[config.mk]
export PLATFORM = sky130hd
export DESIGN_NAME = lvds_tx
export DESIGN_NICKNAME = d
export VERILOG_FILES = /design/src/rtl/lvds_tx_pkg.sv /design/src/rtl/lvds_tx.sv
export SDC_FILE = /design/constraint.sdc
export NUM_CORES = 1
export LEC_CHECK = 0
export ABC_AREA = 1
export BUFFER_PORTS_ARGS = -buffer_cell sky130_fd_sc_hd__clkbuf_2
export CAP_MARGIN = 20
export CORE_ASPECT_RATIO = 0.7
export CORE_UTILIZATION = 50
export DETAILED_ROUTE_END_ITERATION = 10
export PLACE_DENSITY = 0.77
export SYNTH_ARGS = -nofsm -noshare
export SYNTH_HDL_FRONTEND = slang
export SYNTH_SLANG_ARGS = --single-unit
[constraint.sdc]
create_clock -name i_ddr_clk -period 1.85 [get_ports i_ddr_clk]
set_input_delay 0.37 -clock i_ddr_clk [delete_from_list [all_inputs] [get_ports i_ddr_clk]]
set_output_delay 0.37 -clock i_ddr_clk [all_outputs]
set_load 0.1 [all_outputs]
[src/rtl/lvds_tx_pkg.sv]
// Shared LVDS modem framing definitions: sync patterns, frame field positions,
// FIFO word layout and serializer state encoding (also used by lvds_rx).
package lvds_tx_pkg;

  localparam int FRAME_W      = 32;
  localparam int SAMPLE_W     = 13;
  localparam int FRAME_PHASES = 16;
  localparam int PHASE_W      = 4;

  localparam logic [1:0]        LVDS_I_SYNC    = 2'b10;
  localparam logic [1:0]        LVDS_Q_SYNC    = 2'b01;
  localparam logic              LVDS_CTRL_BIT  = 1'b0;
  localparam logic [FRAME_W-1:0] LVDS_IDLE_WORD = 32'h0000_0000;

  localparam logic [PHASE_W-1:0] LAST_PHASE = PHASE_W'(FRAME_PHASES - 1);

  // Frame field positions, MSB is sent first.
  localparam int FR_IS_MSB = 31;
  localparam int FR_IS_LSB = 30;
  localparam int FR_I_MSB  = 29;
  localparam int FR_I_LSB  = 17;
  localparam int FR_CTRL   = 16;
  localparam int FR_QS_MSB = 15;
  localparam int FR_QS_LSB = 14;
  localparam int FR_Q_MSB  = 13;
  localparam int FR_Q_LSB  = 1;

  localparam int FIFO_I_MSB = 28;
  localparam int FIFO_I_LSB = 16;
  localparam int FIFO_Q_MSB = 12;
  localparam int FIFO_Q_LSB = 0;

  typedef enum logic {
    ST_IDLE   = 1'b0,
    ST_ACTIVE = 1'b1
  } tx_state_t;

  function automatic logic [FRAME_W-1:0] build_frame(
    input logic [1:0]          i_sync,
    input logic [SAMPLE_W-1:0] i_smp,
    input logic                ctrl,
    input logic [1:0]          q_sync,
    input logic [SAMPLE_W-1:0] q_smp
  );
    logic [FRAME_W-1:0] f;
    f = '0;
    f[FR_IS_MSB:FR_IS_LSB] = i_sync;
    f[FR_I_MSB:FR_I_LSB]   = i_smp;
    f[FR_CTRL]             = ctrl;
    f[FR_QS_MSB:FR_QS_LSB] = q_sync;
    f[FR_Q_MSB:FR_Q_LSB]   = q_smp;
    return f;
  endfunction

endpackage

[src/rtl/lvds_tx.sv]
// IQ transmit serializer: pulls one FIFO word per 16-clock frame, frames it with
// sync bits and shifts it out 2 bits per clock to the DDR output cell.
module lvds_tx
  import lvds_tx_pkg::*;
#(
  parameter logic [1:0]         I_SYNC     = LVDS_I_SYNC,
  parameter logic [1:0]         Q_SYNC     = LVDS_Q_SYNC,
  parameter logic               CTRL_BIT   = LVDS_CTRL_BIT,
  parameter logic [FRAME_W-1:0] IDLE_WORD  = LVDS_IDLE_WORD,
  parameter int unsigned        PULL_PHASE = 13
) (
  input  logic        i_ddr_clk,
  input  logic        i_rst_b,
  input  logic        i_tx_enable,
  input  logic        i_fifo_empty,
  input  logic [31:0] i_fifo_data,
  output logic        o_fifo_pull,
  output logic [1:0]  o_ddr_data,
  output logic        o_frame_start,
  output logic        o_busy,
  output logic        o_underrun,
  input  logic        i_underrun_clr
);

  localparam logic [PHASE_W-1:0] PULL_AT = PHASE_W'(PULL_PHASE);

  tx_state_t          state_q, state_d;
  logic [PHASE_W-1:0] phase_q, phase_d;
  logic [FRAME_W-1:0] shift_q, shift_d;
  logic [FRAME_W-1:0] next_q, next_d;
  logic [1:0]         ddr_q, ddr_d;
  logic               next_vld_q, next_vld_d;
  logic               pend_q, pend_d;
  logic               busy_q, busy_d;
  logic               start_q, start_d;
  logic               underrun_q, underrun_d;

  logic               decide, frame_end, active, pull;
  logic [FRAME_W-1:0] load_word;
  logic               unused_fifo_bits;

  assign unused_fifo_bits = ^{i_fifo_data[31:29], i_fifo_data[15:13]};

  always_comb begin
    phase_d    = phase_q + 1'b1;
    decide     = (phase_q == PULL_AT);
    frame_end  = (phase_q == LAST_PHASE);
    state_d    = state_q;
    if (decide) state_d = i_tx_enable ? ST_ACTIVE : ST_IDLE;
    // The decision uses the resulting state, so enable rising here pulls at once.
    active     = (state_d == ST_ACTIVE);
    pull       = decide && active && !i_fifo_empty;
    underrun_d = underrun_q;
    if (i_underrun_clr) underrun_d = 1'b0;
    if (decide && active && i_fifo_empty) underrun_d = 1'b1;
    pend_d     = pull;
    next_d     = next_q;
    next_vld_d = next_vld_q;
    if (pend_q) begin
      next_d = build_frame(I_SYNC, i_fifo_data[FIFO_I_MSB:FIFO_I_LSB], CTRL_BIT,
                           Q_SYNC, i_fifo_data[FIFO_Q_MSB:FIFO_Q_LSB]);
      next_vld_d = 1'b1;
    end
    load_word  = next_vld_q ? next_q : IDLE_WORD;
    busy_d     = busy_q;
    ddr_d      = shift_q[FRAME_W-1 -: 2];
    shift_d    = {shift_q[FRAME_W-3:0], 2'b00};
    if (frame_end) begin
      ddr_d      = load_word[FRAME_W-1 -: 2];
      shift_d    = {load_word[FRAME_W-3:0], 2'b00};
      busy_d     = next_vld_q;
      next_vld_d = 1'b0;
    end
    start_d    = frame_end;
  end

  always_ff @(posedge i_ddr_clk or negedge i_rst_b) begin
    if (!i_rst_b) begin
      state_q    <= ST_IDLE;
      phase_q    <= '0;
      shift_q    <= '0;
      next_q     <= '0;
      ddr_q      <= 2'b00;
      next_vld_q <= 1'b0;
      pend_q     <= 1'b0;
      busy_q     <= 1'b0;
      start_q    <= 1'b0;
      underrun_q <= 1'b0;
    end else begin
      state_q    <= state_d;
      phase_q    <= phase_d;
      shift_q    <= shift_d;
      next_q     <= next_d;
      ddr_q      <= ddr_d;
      next_vld_q <= next_vld_d;
      pend_q     <= pend_d;
      busy_q     <= busy_d;
      start_q    <= start_d;
      underrun_q <= underrun_d;
    end
  end

  assign o_fifo_pull   = pull;
  assign o_ddr_data    = ddr_q;
  assign o_frame_start = start_q;
  assign o_busy        = busy_q;
  assign o_underrun    = underrun_q;

endmodule

==> results.yml, run 1 <==
worst_setup_path:
  timing.rr.start: "phase_q[1]$_DFF_PN0_"
  critPathLaunchType: "flop"
  rrSetupSlack_ns: 0.26
  reg2reg_depth: 6
  worstSetupPathType: "flop to output pin"
  crit_path_end_kind: "output pin"
  cp.required_ns: 1.48
  r2r-end: "shift_q[7]$_DFF_PN0_"
  worstPathArrival_ns: 1.48
  crit_fanout: 2
finish:
  antenna_cells: 0
  fillCellCount: 417
  nNetsFinal: 351
  final_layout_size_suffix_gt1_share_pct: 33.8
  area_delta_synth_final_pct: 20.4
  postLayoutCellArea_um2: 3250
  final-seq-area_um2: 1680
  multi_input_area_um2: 908
grt:
  track_usage_pct: 18.4
  overflow: 0
  antenna_found_initial: 0
  busiest_layer: "met2"
  use_met2_pct: 27.1
  grt_pass1_vias: 1703
  grt_pass1_wl_um: 7830
  grt_use_met1_pct: 23.9
  grt_use_met3_pct: 8.33
  grt_max_degree: 68
yosys:
  synth_top_cell_by_area: "dfrtp_1"
  synth_area_leaders: "dfrtp_1 62%, nand2_1 17%, o21ai_2 8.1%, nand2_2 3.0%, buf_6 2.1%"
  synth.top_cell.area_share_pct: 62.2
  ys_warn_count: 0
  syn-num-nets: 310
  synth-seq-area-share_pct: 62.2
  synthDistinctLibCells: 17
  avgSynthCellArea_um2: 9.95
  ys_seq_elements: 67
  ys.flop_type: "dfrtp_1"
  syn_inst: 271
  synth_commonest_cells: "124 x nand2_1, 67 x dfrtp_1, 25 x o21ai_2, 13 x inv_1, 13 x nand2_2"
  synth-edff-count: 0
  yosysMostFrequentCell: "nand2_1"
  synthesis.area_um2: 2700
  async_reset_ff_share_pct: 100
die:
  die_x_um: 89.8
  die_y_um: 63.5
  die_area_um2: 5700
  rows: 21
  io_pins: 43
  start_util_pct: 54.0
  core_area_um2: 4990
clock_tree:
  htreeDepth: 3
  cts_tree: "done"
  cts.sinks: 67
  cts_buffers: 9
  clock_latency_ns: 0.34
  cts_buffer_depth: 2
  clock-root-buffer: "clkbuf_8"
  cts.clk_slew.worst_paths_ns: 0.07
detailed_routing:
  route.detailed.drc: 0
  wl_per_cell_um: 11.7
  vias: 1821
  drt-pass1-iter-count: 6
  wirelength_um: 4530
  viasPerCell: 4.72
  initialDrtViolationCount: 69
  ant_nets: 0
sta:
  tns_ns: 0
  timing.final.crit_share_pct: 99.9
  fin_crit_ns: 1.85
  final-max-slew-violation-count: 0
  fmax_ghz: 0.541
  tightest_slew_ns: 0.762
  relSlewSlack_pct: 49.2
  fin_worst_skew_ns: 0.0111
  setup-violations-final: 0
  hold_viol: 0
  worst_slack_ns: 0.00157
  rsz0062_at_grt: "true"
  hold_slack_ns: 0.0298
flow_run:
  drv_cap: 0
min_path:
  hp-class: "input pin to async pin"
power_and_ir_drop:
  power.total_uw: 3220
  leakage_uw: 0.00163
  powerDensity_nw_per_um2: 992
  vdd_ir_drop_max_v: 0.000557
run_status:
  outcome: "completed"
placed_design:
  dpl_cell_area_um2: 2970
  gp_congestion: 0.700
  post-place-ws_ns: 0.281
  place.detailed.hpwl_um: 2800
  port_buffers: 36
## logic make-up after synthesis
kind of cell | count (synthesis) | synth area share [%]
compound gates | 27 | 8.49
xor+xnor | 2 | 0.649
fa+ha+maj | 2 | 0.927
buf+inv | 26 | 5.29
flops | 67 | 62.2
simple gates | 147 | 22.5
## power by group
part           internal (uW)  switching [uW]
clock                    892             539
sequential              1560            43.8
combinational           73.5             116
## layout by cell type (no fill, tap or decap)
cell        count
nor2_4          2
o21ai_0         2
o21ai_2        25
nand3_1         3
dfrtp_1        66
clkinv_4        1
dfrtp_2         1
bufinv_16       3
or2_2           1
clkbuf_2       34
nor2_1          2
nand3_4         1
inv_1          11
inv_2           2
ha_4            1
xor2_1          2
buf_12          4
ha_1            1
nand2_2        14
buf_4           4
clkinv_2        2
clkinvlp_4      1
nor2_2          1
buf_2           1
clkbuf_8        9
nand2_1       123
## state kept, by name, indices dropped and copies added (netlist names)
register,flops
shift_q,29
next_vld_q,1
phase_q,4
o_ddr_data,2
o_busy,1
pend_q,1
o_underrun,1
next_q,27
o_frame_start,1
## cell type report
| type | count | share of cell area (%) |
|---|---|---|
| sequential | 67 | 51.7 |
| multi-input combinational | 178 | 28.0 |
| timing repair buffer | 43 | 8.79 |
| clock buffer | 9 | 3.82 |
| clock inverter | 7 | 3.58 |
| tap | 69 | 2.66 |
| inverter | 13 | 1.50 |
## critical path, stage by stage (launching register included)
cell	delay (ns)
dfrtp_1	0.39
inv_2	0.08
ha_4	0.13
inv_2	0.04
nor2_4	0.11
nand2_2	0.08
nor2_4	0.14
buf_12	0.18
## stage by stage
step | std cells | util, %
after global placement | 368 | 59.4
final | 386 | 65.0
after global routing | 386 | 65.0
after detailed placement | 368 | 59.4
after CTS | 385 | 64.5
after floorplan | 271 | -
## per-layer routing
| layer | vias up | wire length, um |
|---|---|---|
| met5 | - | 0 |
| met4 | 0 | 71 |
| met2 | 45 | 2040 |
| met3 | 8 | 292 |
| li1 | 911 | - |
| met1 | 857 | 2120 |
## how the worst max path moves through the flow
stage | cells after the start | endpoint | slack, ns | startpoint
CTS | 7 | o_fifo_pull | 0.0007 | phase_q[1]$_DFF_PN0_
finish | 7 | o_fifo_pull | 0.002 | phase_q[1]$_DFF_PN0_
detailed placement | 7 | o_fifo_pull | 0.28 | phase_q[1]$_DFF_PN0_
global placement | 5 | shift_q[9]$_DFF_PN0_ | 0.32 | phase_q[0]$_DFF_PN0_
global route | 7 | o_fifo_pull | -0.09 | phase_q[1]$_DFF_PN0_
floorplan | 6 | o_fifo_pull | 0.21 | phase_q[1]$_DFF_PN0_
## timing repair
action | 4_1_cts | 5_1_grt
endpoints found under the setup margin | 1 | 1
hold buffers | 0 | 0
pin swaps | 1 | 4
buffers inserted | 1 | 1
resized for setup | 2 | 6
Note: power is estimated with default switching activity, not from simulation.
==> inputs of run 2 (changes only) <==
--- a/config.mk
+++ b/config.mk
@@ -8,7 +8,7 @@
 export ABC_AREA = 1
 export BUFFER_PORTS_ARGS = -buffer_cell sky130_fd_sc_hd__clkbuf_2
 export CAP_MARGIN = 20
-export CORE_ASPECT_RATIO = 0.7
+export CORE_ASPECT_RATIO = 1.4
 export CORE_UTILIZATION = 50
 export DETAILED_ROUTE_END_ITERATION = 10
 export PLACE_DENSITY = 0.77
==> results.yml, run 2 (synthesis gave the netlist of run 1 again) <==
power_and_ir_drop:
  intPower_uw: 2360
  powerDensity_nw_per_um2: 944
  p_switching_uw: 682
  vdd_ir_drop_max_v: 0.000894
  power.total_uw: 3050
  sequentialPowerShare_pct: 52.6
  swShare_pct: 22.4
  leakage_uw: 0.00164
  combinationalPowerShare_pct: 6.4
  clock_power_share_pct: 40.9
worst_setup_path:
  crit_path_end_kind: "output pin"
  worstPathArrival_ns: 1.45
  cp.required_ns: 1.48
  worstSetupPathType: "flop to output pin"
  critPathLaunchType: "flop"
  crit_fanout: 2
sta:
  worst_slack_ns: 0.0310
  fmax_ghz: 0.550
  hold_viol: 0
  fin_worst_skew_ns: 0.00370
  tns_ns: 0
  setup-violations-final: 0
  fin_crit_ns: 1.82
  relSlewSlack_pct: 50.4
  tightest_slew_ns: 0.743
  rsz0062_at_grt: "true"
  final-max-slew-violation-count: 0
  timing.final.crit_share_pct: 98.3
finish:
  largest_register: "shift_q"
  nNetsFinal: 354
  layout_common_cells: "123 x nand2_1, 67 x dfrtp_1, 35 x clkbuf_2"
  fin_cells: 386
  final_layout_size_suffix_gt1_share_pct: 33.8
  antenna_cells: 0
  layout_commonest_cell: "nand2_1"
  largest_register_ffs: 29
  area_delta_synth_final_pct: 19.6
  reg_top3: "shift_q: 29 flops, next_q: 27 flops, phase_q: 4 flops"
flow_run:
  drv_cap: 0
die:
  die_x_um: 64.1
  io_pins: 43
  core_area_um2: 5200
  rows: 31
  die_y_um: 88.9
  start_util_pct: 51.9
  die_area_um2: 5700
clock_tree:
  clock_latency_ns: 0.34
  cts.sinks: 67
  clock-root-buffer: "clkbuf_8"
  cts_tree: "done"
  cts.clk_slew.worst_paths_ns: 0.07
  cts_buffers: 9
  cts_buffer_depth: 2
  htreeDepth: 3
run_status:
  outcome: "completed"
detailed_routing:
  wirelength_um: 4770
  wl_per_cell_um: 12.4
  ant_nets: 0
  vias: 1825
  initialDrtViolationCount: 72
  route.detailed.drc: 0
  drt-pass1-iter-count: 4
  viasPerCell: 4.73
placed_design:
  post-place-ws_ns: 0.328
  place.detailed.hpwl_um: 3010
  dpl.cell_count: 365
  gp_congestion: 0.717
  port_buffers: 36
grt:
  antenna_found_initial: 0
  grt_max_degree: 56
  grt_pass1_wl_um: 7790
  track_usage_pct: 18.9
  overflow: 0
  grt_pass1_vias: 1746
min_path:
  hp-class: "input pin to async pin"
[run 2: critical path: stages (launching register included)]
cell	delay, ns
dfrtp_1	0.38
inv_1	0.06
ha_2	0.16
inv_2	0.04
nor2_4	0.10
nand2_2	0.06
nor2_4	0.12
buf_12	0.18
[run 2: what timing repair did]
| item | 4_1_cts | 5_1_grt |
|---|---|---|
| resized for setup | 2 | 3 |
| pin swaps | 3 | 3 |
| hold buffers | 0 | 0 |
| setup buffers | 3 | 2 |
| setup endpoints to repair | 1 | 1 |
[run 2: final cells by class]
class	count	area [um2]
fillers	462	1970
repair buffers	46	308
multi-input cells	178	898
clock buffers	12	165
well taps	66	82.6
flip-flops and latches	67	1680
inverters	13	48.8
clock inverters	4	47.5
[run 2: power groups by stage]
stage | logic (uW) | clock network (uW) | registers, uW
after detailed placement | 198 | 0 | 1630
after floorplan | 81.4 | 0 | 1650
final | 196 | 1250 | 1600
after global placement | 193 | 0 | 1630
after CTS | 201 | 1280 | 1600
after global routing | 221 | 1350 | 1610
[run 2: metrics by stage]
| stage | util (%) | instance area, um2 | hold WS, ns |
|---|---|---|---|
| CTS | 61.7 | 3200 | 0.0102 |
| finish | 62.1 | 3230 | 0.00605 |
| detailed placement | 57.0 | 2960 | 0.382 |
| global route | 62.1 | 3230 | 0.0243 |
| global placement | 57.0 | 2960 | 0.376 |
| floorplan | - | 2710 | 0.0744 |
[run 2: path summary, 6_finish.rpt]
kind                                  startpoint                      to  slack (ns)  cells past startpoint
max                         phase_q[1]$_DFF_PN0_             o_fifo_pull        0.03                      7
min                                      i_rst_b  o_underrun$_DFFE_PN0P_       0.006                      1
max reg2reg                 phase_q[0]$_DFF_PN0_    shift_q[9]$_DFF_PN0_        0.36                      6
min reg2reg                shift_q[15]$_DFF_PN0_   shift_q[17]$_DFF_PN0_        0.44                      2
max in group asynchronous                i_rst_b   shift_q[11]$_DFF_PN0_        1.30                      2
min in group i_ddr_clk           i_fifo_data[20]  next_q[21]$_DFFE_PN0P_        0.23                      3
[run 2: per-layer routing]
layer,up-vias,global-route usage [%],part of all wire (%),routed length (um)
met5,-,0,0,0
met4,0,8.68,1.9,92
met3,8,5.74,3.0,145
met2,27,32.9,54,2590
met1,874,21.4,41,1940
li1,916,-,-,-
==> inputs of run 3 (changes only) <==
--- a/config.mk
+++ b/config.mk
@@ -11,7 +11,7 @@
 export CORE_ASPECT_RATIO = 1.4
 export CORE_UTILIZATION = 50
 export DETAILED_ROUTE_END_ITERATION = 10
-export PLACE_DENSITY = 0.77
+export PLACE_DENSITY = 0.8
 export SYNTH_ARGS = -nofsm -noshare
 export SYNTH_HDL_FRONTEND = slang
 export SYNTH_SLANG_ARGS = --single-unit
==> results.yml, run 3 (synthesis gave the netlist of run 1 again) <==
sta:
  fin_crit_ns: 1.83
  hold_viol: 0
  tightest_slew_ns: 0.750
  relSlewSlack_pct: 49.9
  timing.final.crit_share_pct: 99.0
  setup-violations-final: 0
  rsz0062_at_grt: "true"
  fmax_ghz: 0.546
  tns_ns: 0
  final-max-slew-violation-count: 0
  fin_worst_skew_ns: 0.00553
  worst_slack_ns: 0.0192
finish:
  largest_register: "shift_q"
  multi_input_area_um2: 898
  largest_register_ffs: 29
  area_delta_synth_final_pct: 18.6
  reg_top3: "shift_q: 29 flops, next_q: 27 flops, phase_q: 4 flops"
  layout_common_cells: "123 x nand2_1, 67 x dfrtp_1, 34 x clkbuf_2"
  final-seq-area_um2: 1680
  nNetsFinal: 351
  antenna_cells: 0
  fillCellCount: 462
  layout_commonest_cell: "nand2_1"
  final_layout_size_suffix_gt1_share_pct: 32.8
clock_tree:
  htreeDepth: 3
  clock-root-buffer: "clkbuf_8"
  cts_tree: "done"
  cts.clk_slew.worst_paths_ns: 0.07
  cts_buffer_depth: 2
  clock_latency_ns: 0.34
  cts.sinks: 67
  cts_buffers: 9
  hold_buffers: 0
run_status:
  outcome: "completed"
die:
  rows: 31
  die_area_um2: 5700
  start_util_pct: 51.9
  core_area_um2: 5200
  die_y_um: 88.9
  die_x_um: 64.1
  io_pins: 43
power_and_ir_drop:
  vdd_ir_drop_max_v: 0.000507
  powerDensity_nw_per_um2: 958
  power.total_uw: 3070
  leakage_uw: 0.00162
worst_setup_path:
  crit_fanout: 2
  reg2reg_depth: 6
  critPathLaunchType: "flop"
  r2r-end: "shift_q[31]$_DFF_PN0_"
  worstPathArrival_ns: 1.46
  worstSetupPathType: "flop to output pin"
  timing.rr.start: "phase_q[1]$_DFF_PN0_"
  cp.required_ns: 1.48
  crit_path_end_kind: "output pin"
  rrSetupSlack_ns: 0.42
grt:
  overflow: 0
  antenna_found_initial: 0
  grt_pass1_vias: 1740
  grt_pass1_wl_um: 7610
  grt_max_degree: 68
  track_usage_pct: 18.6
flow_run:
  drv_cap: 0
detailed_routing:
  wirelength_um: 4620
  drt-pass1-iter-count: 6
  route.detailed.drc: 0
  ant_nets: 0
  initialDrtViolationCount: 136
  vias: 1818
  wl_per_cell_um: 12.0
  viasPerCell: 4.75
placed_design:
  place.detailed.hpwl_um: 2870
  gp_congestion: 0.752
  port_buffers: 36
  post-place-ws_ns: 0.333
min_path:
  hp-class: "input pin to async pin"
-- run 3: changes by cell type in the layout (fill, tap and decap cells not counted) --
| cell | delta |
|---|---|
| buf_2 | +1 |
| buf_4 | -3 |
| bufinv_16 | +1 |
| clkbuf_1 | +1 |
| clkbuf_2 | -1 |
| clkbuf_8 | -3 |
| clkinv_2 | +2 |
| clkinvlp_4 | -1 |
-- run 3: final cells by class --
cell class	instances	share of cell area, %
multi-input combinational	178	28.1
sequential	67	52.4
tap	66	2.58
timing repair buffer	43	8.92
clock buffer	10	3.99
inverter	13	1.53
clock inverter	6	2.50
-- run 3: repair_timing --
action | 4_1_cts | 5_1_grt
gates resized for setup | 2 | 3
setup endpoints to repair | 1 | 1
setup buffers | 2 | 1
pin swaps | 3 | 3
-- run 3: through the flow --
step	utilization, %	hold slack [ns]	instances	cell area, um2
finish	61.6	0.0322	383	3200
global route	61.6	0.0496	383	3200
floorplan	-	0.0744	271	2710
global placement	56.9	0.411	364	2960
CTS	61.3	0.0395	382	3180
detailed placement	56.9	0.416	364	2960
-- run 3: worst max-delay path, stage by stage (launching register included) --
cell     delay (ns)
dfrtp_1        0.38
inv_1          0.06
ha_2           0.16
inv_2          0.04
nor2_4         0.10
nand2_2        0.07
nor2_4         0.12
buf_12         0.18
-- run 3: worst max-delay path by stage --
stage / startpoint / endpoint / slack, ns / depth (start not counted)
final: phase_q[1]$_DFF_PN0_ / o_fifo_pull / 0.02 / 7
after global routing: phase_q[1]$_DFF_PN0_ / o_fifo_pull / -0.04 / 7
after CTS: phase_q[1]$_DFF_PN0_ / o_fifo_pull / 0.003 / 7
after detailed placement: phase_q[1]$_DFF_PN0_ / o_fifo_pull / 0.33 / 7
after global placement: phase_q[1]$_DFF_PN0_ / o_fifo_pull / 0.36 / 7
after floorplan: phase_q[1]$_DFF_PN0_ / o_fifo_pull / 0.21 / 6
-- run 3: layer usage --
layer | GRT usage, % | share of wire [%] | wire length (um) | up-vias
met2 | 30.7 | 52 | 2380 | 32
met1 | 20.4 | 41 | 1900 | 862
met5 | 0 | 0 | 0 | -
met4 | 13.0 | 3.8 | 174 | 0
met3 | 5.99 | 3.6 | 166 | 12
li1 | - | - | - | 912
-- run 3: power breakdown --
part,switching [uW],internal [uW]
clock,525,749
combinational,117,73.5
sequential,43.4,1560
